`src/rtl/instr_fetch_stage.sv`:
```
// Instruction fetch stage: PC register, single-outstanding imem req/ack fetch, DEPTH-entry
// instruction buffer presented to decode under valid/ready, flushed on redirect.
module instr_fetch_stage #(
    parameter logic [31:0] RESET_PC  = 32'h0000_0000,
    parameter int          DEPTH     = 2,
    parameter logic [31:0] NOP_INSTR = 32'h0000_0013
) (
    input  logic        clk,
    input  logic        rst_n,
    input  logic        PCSrc,
    input  logic [31:0] PCTarget,
    output logic        imem_req,
    output logic [31:0] imem_addr,
    input  logic        imem_ack,
    input  logic [31:0] imem_rdata,
    output logic [31:0] Instr_Rd,
    output logic [31:0] PC_out,
    output logic [31:0] PCPlus4_out,
    output logic        instr_valid,
    input  logic        instr_ready
);
    localparam int AW = $clog2(DEPTH);
    localparam int CW = AW + 1;

    typedef enum logic {FETCH, FULL} state_e;

    state_e          state_q, state_d;
    logic            req_q, req_d;
    logic [31:0]     fetch_pc_q, fetch_pc_d;
    logic [31:0]     last_pc_q;
    logic [AW-1:0]   wr_ptr_q, wr_ptr_d, rd_ptr_q, rd_ptr_d;
    logic [CW-1:0]   count_q, count_d;
    logic [31:0]     pc_mem    [DEPTH];
    logic [31:0]     instr_mem [DEPTH];
    logic            push, pop;

    // A redirect cancels both the same-cycle ack and the same-cycle pop.
    assign push = req_q & imem_ack & ~PCSrc;
    assign pop  = instr_valid & instr_ready & ~PCSrc;

    always_comb begin
        state_d    = state_q;
        req_d      = req_q;
        fetch_pc_d = fetch_pc_q;
        wr_ptr_d   = wr_ptr_q;
        rd_ptr_d   = rd_ptr_q;
        count_d    = count_q;
        if (PCSrc) begin
            state_d    = FETCH;
            req_d      = 1'b1;
            fetch_pc_d = PCTarget & ~32'h3;
            wr_ptr_d   = '0;
            rd_ptr_d   = '0;
            count_d    = '0;
        end else begin
            if (push) begin
                wr_ptr_d   = wr_ptr_q + AW'(1);
                fetch_pc_d = fetch_pc_q + 32'd4;
            end
            if (pop)
                rd_ptr_d = rd_ptr_q + AW'(1);
            count_d = count_q + CW'(push) - CW'(pop);
            case (state_q)
                FETCH:   if (push && count_d == CW'(DEPTH)) state_d = FULL;
                FULL:    if (pop) state_d = FETCH;
                default: state_d = FETCH;
            endcase
            // Registered request: only asked for while a slot is guaranteed free.
            req_d = (state_d == FETCH);
        end
    end

    always_ff @(posedge clk or negedge rst_n) begin
        if (!rst_n) begin
            state_q    <= FETCH;
            req_q      <= 1'b0;
            fetch_pc_q <= RESET_PC & ~32'h3;
            wr_ptr_q   <= '0;
            rd_ptr_q   <= '0;
            count_q    <= '0;
            last_pc_q  <= '0;
        end else begin
            state_q    <= state_d;
            req_q      <= req_d;
            fetch_pc_q <= fetch_pc_d;
            wr_ptr_q   <= wr_ptr_d;
            rd_ptr_q   <= rd_ptr_d;
            count_q    <= count_d;
            if (instr_valid)
                last_pc_q <= pc_mem[rd_ptr_q];
        end
    end

    always_ff @(posedge clk) begin
        if (push) begin
            pc_mem[wr_ptr_q]    <= fetch_pc_q;
            instr_mem[wr_ptr_q] <= imem_rdata;
        end
    end

    assign imem_req    = req_q;
    assign imem_addr   = fetch_pc_q;
    assign instr_valid = (count_q != '0);
    assign Instr_Rd    = instr_valid ? instr_mem[rd_ptr_q] : NOP_INSTR;
    // PC outputs hold the last presented value while the buffer is empty.
    assign PC_out      = instr_valid ? pc_mem[rd_ptr_q] : last_pc_q;
    assign PCPlus4_out = PC_out + 32'd4;

endmodule

```
`config.mk`:
```
export PLATFORM = sky130hd
export DESIGN_NAME = instr_fetch_stage
export DESIGN_NICKNAME = d
export VERILOG_FILES = /design/src/rtl/instr_fetch_stage.sv
export SDC_FILE = /design/constraint.sdc
export NUM_CORES = 1
export LEC_CHECK = 0
export BUFFER_PORTS_ARGS = -buffer_cell sky130_fd_sc_hd__buf_2
export CORE_UTILIZATION = 54
export DETAILED_ROUTE_END_ITERATION = 8
export PLACE_DENSITY = 0.77
export SLEW_MARGIN = 20
export SYNTH_ARGS = -nofsm -noshare
export SYNTH_HDL_FRONTEND = slang
export SYNTH_SLANG_ARGS = --single-unit
```
`constraint.sdc`:
```
create_clock -name clk -period 5.5 [get_ports clk]
set_clock_uncertainty 0.1 [all_clocks]
set_input_delay 0.55 -clock clk [delete_from_list [all_inputs] [get_ports clk]]
set_output_delay 0.55 -clock clk [all_outputs]
set_load 0.03 [all_outputs]
```
-- Yosys cells after proc, flatten, opt, wreduce, memory -nomap -nowiden
Memories as Yosys holds them, arrays and structs flattened.
Index checks and enable logic that the tools add are counted.
- register bits: 70
- RAM bits: 128
- input bits: 69
- output and inout port bits: 130
- memories kept: 2
- memories (name ; words ; width ; read ports ; clocked after memory_dff ; write ports ; RTL line ; text):
    instr_mem ; 2 ; 32 ; 1 ; 0 ; 1 ; 34 ; logic [31:0] instr_mem [DEPTH];
    pc_mem ; 2 ; 32 ; 1 ; 0 ; 1 ; 33 ; logic [31:0] pc_mem [DEPTH];
- add/sub/neg operators: 6
- eq/ne operators: 1
- mux-type cells: 17
- bitwise gates (word level): 7
- reduce and logical (&&, ||, !) cells: 4
- operator list (cell ; number):
    two-way mux 32 bit ; 4
    adder 32 x 3 -> 32 bit (second input constant) ; 2
    two-way mux 1 bit ; 11
    nonzero test 2 bit ; 3
    bitwise AND 1 bit ; 4
    NOT 1 bit ; 3
    adder 1 bit (second input constant) ; 2
    adder 2 x 1 -> 2 bit ; 1
    equality test 2 bit (second input constant) ; 1
    two-way mux 2 bit ; 1
    case mux 1 bit (2 select lines) ; 1
    subtractor 2 x 1 -> 2 bit ; 1
    logical AND 1 bit ; 1

-- Longest topological paths before layout
- word-level depth: 11
- mapped depth: 14
- depth with buffers taken out: 12

-- Worst setup path before layout
OpenSTA, ideal clock, no wires.
- path type: flip-flop to flip-flop
- start: reg req_q (netlist: imem_req)
- end: mem instr_mem[0][0], enable pin
- arrival time: 3.648 ns
- required time: 4.918 ns
- setup slack: 1.270 ns
- stages on the path, launching flop included: 5
- cell sequence: dfrtp_1 and2_1 clkbuf_1 nand2b_1 nor2_1
- word-level cells in the longest chain between the ends: 4
- ends and longest elaborated chain (item ; RTL line ; text):
    start, declared ; 28 ; logic req_q, req_d;
    start signal, assigned ; 84 ; req_q <= req_d;
    bitwise AND 1 bit (2 in series) ; 38 ; assign push = req_q & imem_ack & ~PCSrc;
    two-way mux 1 bit ; 95 ; if (push) begin
    two-way mux 1 bit (implied by the code) ; 97 ; instr_mem[wr_ptr_q] <= imem_rdata;
    end, declared ; 34 ;
Every way passes these cells.

-- Worst setup path in the final report
- start: reg count_q[1]
- end: out PCPlus4_out[12]
- word-level cells in the longest chain between the ends: 3
- ends and longest elaborated chain (item ; RTL line ; text):
    start, declared ; 32 ; logic [CW-1:0] count_q, count_d;
    start signal, assigned ; 88 ; count_q <= count_d;
    nonzero test 2 bit ; 103 ; assign instr_valid = (count_q != '0);
    two-way mux 32 bit ; - ;
    adder 32 x 3 -> 32 bit ; 107 ; assign PCPlus4_out = PC_out + 32'd4;
    end, declared ; 18 ; output logic [31:0] PCPlus4_out,
Every way passes these cells.

==> run_results.csv <==
group,metric,value,unit
die,core,0.0151,mm2
clock_tree,cts_hold_buffers,0,
finish,drive_gt1_share,31.5,%
setup_path,critical_path_required,4.85,ns
power,seqPwrFrac,36.2,%
power,p_switching,2050,uW
setup_path,path_buf_inv,2,
die,die_w,126,um
placed_design,io_buffers,194,
die,rows,45,
synthesis,yosys_warnings,0,
sta,relSlewSlack,33.3,%
synthesis,synthCells,637,
die,io_pins,199,
drt,wirelength_met1,7620,um
synthesis,ys_ff_latch,192,
clock_tree,cts_root_buffer,"clkbuf_16",
drt,viasPerCell,5.39,
synthesis,synth_xor_xnor_area_share,6.39,%
drt,met3_wirelength,1300,um
sta,setup_slack,0.286,ns
synthesis,yosys.area.top_type,"edfxtp_1",
sta,post-route-period-util,94.8,%
drt,post_drt_wl_per_cell,17.6,um
setup_path,crit_path_top_delay_cell,"nand4_1",
setup_path,crit_chain,"nor2_4 -> inv_2 -> a21oi_1 -> and4_1 -> nand4_1 -> or3_1 -> xnor2_1 -> buf_2",
power,p_int,3050,uW
drt,drc,0,
synthesis,synth_top_area_share,44.5,%
synthesis,synth_edf_count,124,
drt,wl_met2,8820,um
setup_path,cp_top_family,"simple AND/OR/NAND/NOR gates",
sta,grt_setup_unrepaired,"no",
setup_path,cp-start-kind,"register",
power,ir_worst_vdd,0.267,mV
synthesis,ys_seq_area_share,64.9,%
sta,slew_viol_final,0,
finish,fin_nets,899,
clock_tree,cts_tree,"built",
power,share_comb_of_total_power,38.1,%
clock_tree,numCtsBuffers,17,
placed_design,hpwlAfterDp,12400,um
power,clkPwrFrac,25.7,%
drt,drt_iter0_markers,412,
synthesis,syn_area_per_cell,13.1,um2
synthesis,async_reset_ff_share,35.4,%
grt,grt_pass1_vias,5360,
grt,grt_max_degree,69,
die,die_h,126,um
synthesis,synth_top_family_by_area,"simple AND/OR/NAND/NOR gates",
synthesis,synth_area_leaders,"edfxtp_1 (45%), dfrtp_1 (20%), mux2i_1 (7.5%)",
power,power,5100,uW
drt,wirelength,18100,um
run_status,outcome,"finished, final reports clean",
clock_tree,post_cts_resized,0,
clock_tree,cts_max_path_buffers,2,
setup_path,critPathArrivalTime,4.56,ns
grt,grt_usage,23.6,%
synthesis,yosysMostFrequentCell,"edfxtp_1",
clock_tree,clk_latency,0.44,ns
sta,fmax,0.192,GHz
synthesis,synthFlopType,"edfxtp_1",
setup_path,cp-end-kind,"primary output",
power,swShare,40.2,%
sta,period_minus_slack,5.21,ns
placed_design,gp_congestion,0.903,
power,p_leak,0.00407,uW
drt,num_vias,5551,
sta,setup-violations-final,0,
drt,drt_pre_antenna_iters,4,
drt,top_layer,"met5",
synthesis,synth_compound_area_share,3.53,%
grt,antenna_found_initial,3,
drt,postRouteAntennaNets,0,
setup_path,critPathKind,"register to primary output",
hold_path,hold_class,"primary input to asynchronous set/reset pin",
die,die_area,0.0160,mm2
synthesis,synthSimpleGateAreaFrac,12.8,%
die,initial_core_util,55.2,%
clock_tree,postCtsSetupBuffers,0,
synthesis,synth_area,0.00836,mm2
clock_tree,cts.clk_slew.worst_paths,0.07,ns
setup_path,ff2ff_path_depth,11,
sta,finalSetupTns,0,ns
setup_path,cp_max_fo,25,
grt,grt_overflow,0,
grt,grt_pass1_wl,28400,um
setup_path,reg2reg_slack,2.33,ns
job,drv_cap,0,
synthesis,ys_types,47,
power,p_per_area,503,mW/mm2
placed_design,dpl_worst_slack,0.831,ns
synthesis,synth_mux_area_share,8.49,%
clock_tree,h-tree-depth,4,
finish,synthToLayoutAreaGrowth,21.2,%
sta,hold_viol,0,
synthesis,synth_commonest_cells,"edfxtp_1 (124), dfrtp_1 (68), nand2_1 (66), mux2i_1 (63), nor2_1 (52)",
synthesis,synth_adder_area_share,0.599,%
setup_path,max_stage_delay,0.64,ns
clock_tree,clock_sink_count,192,
setup_path,cp.depth,8,
sta,tightest_slew,0.991,ns
-- state kept, by name (all words and copies together), names as in the netlist --
register,count
instr_mem,64
pc_mem,60
last_pc_q,32
imem_addr,30
count_q,2
imem_req,1
rd_ptr_q,1
state_q,1
wr_ptr_q,1
-- worst paths after layout --
check                               startpoint                to
worst max-delay path                count_q[1]   PCPlus4_out[12]
worst max register to register      count_q[1]          imem_req
max in group asynchronous                rst_n          rd_ptr_q
worst min register to register    last_pc_q[1]      last_pc_q[1]
worst min-delay path                     rst_n     imem_addr[18]
min in group clk                imem_rdata[25]  instr_mem[0][25]
-- cell type report --
cell class	instances	area [um2]
clock buffer	21	514
clock inverter	11	135
multi-input combinational	393	2680
tap	188	235
inverter	21	78.8
timing repair buffer	201	1060
sequential	192	5430
fill	1088	5010
antenna	2	5.00
-- routing by layer --
layer	GRT usage, %	up-vias
li1	-	2641
met1	29.8	2672
met2	38.5	209
met3	7.09	27
met4	9.28	2
met5	0	-
-- cells by family after synthesis --
kind of cell,after synthesis
AO/OA/AOI/OAI,54
XOR/XNOR,61
adder cells (fa/ha/maj),4
buffers and inverters,53
flip-flops,192
multiplexers,70
other,1
AND/OR/NAND/NOR,202
-- per-stage QoR --
| stage | util (%) | hold slack, ns | cell area, um2 | instances |
|---|---|---|---|---|
| 2_1_floorplan | - | 0.154 | 8360 | 638 |
| 3_3_place_gp | 62.3 | 0.403 | 9430 | 993 |
| 3_5_place_dp | 62.3 | 0.401 | 9430 | 993 |
| 4_1_cts | 66.6 | 0.160 | 10100 | 1025 |
| 5_1_grt | 66.9 | 0.183 | 10100 | 1027 |
| 6_report | 66.9 | 0.145 | 10100 | 1029 |
-- placed cells by master, fill, tap and decap left out, types with 3 or more instances in the layout --
master	count
nor2_1	50
edfxtp_1	124
dfrtp_1	67
nor4_1	3
mux2_2	7
nand2_1	66
and2_1	5
mux2i_1	63
o21ai_1	7
nand3_1	9
clkbuf_16	20
inv_6	4
and4_1	3
nor3_1	22
inv_1	19
o21ai_0	31
xnor2_1	30
buf_2	193
a21o_1	6
nand4_1	11
xor2_1	31
ha_1	4
buf_4	6
and3_1	5
a21oi_1	7
nor4_2	9
nor2_4	3
-- power groups by stage --
stage / logic [uW] / registers (uW) / clock network, uW
detailed placement: 1940 / 1870 / 0
floorplan: 1410 / 1870 / 0
finish: 1940 / 1840 / 1310
CTS: 1950 / 1840 / 1340
global route: 2060 / 1860 / 1400
global placement: 1900 / 1860 / 0
Note: power is estimated with default switching activity, not from simulation.
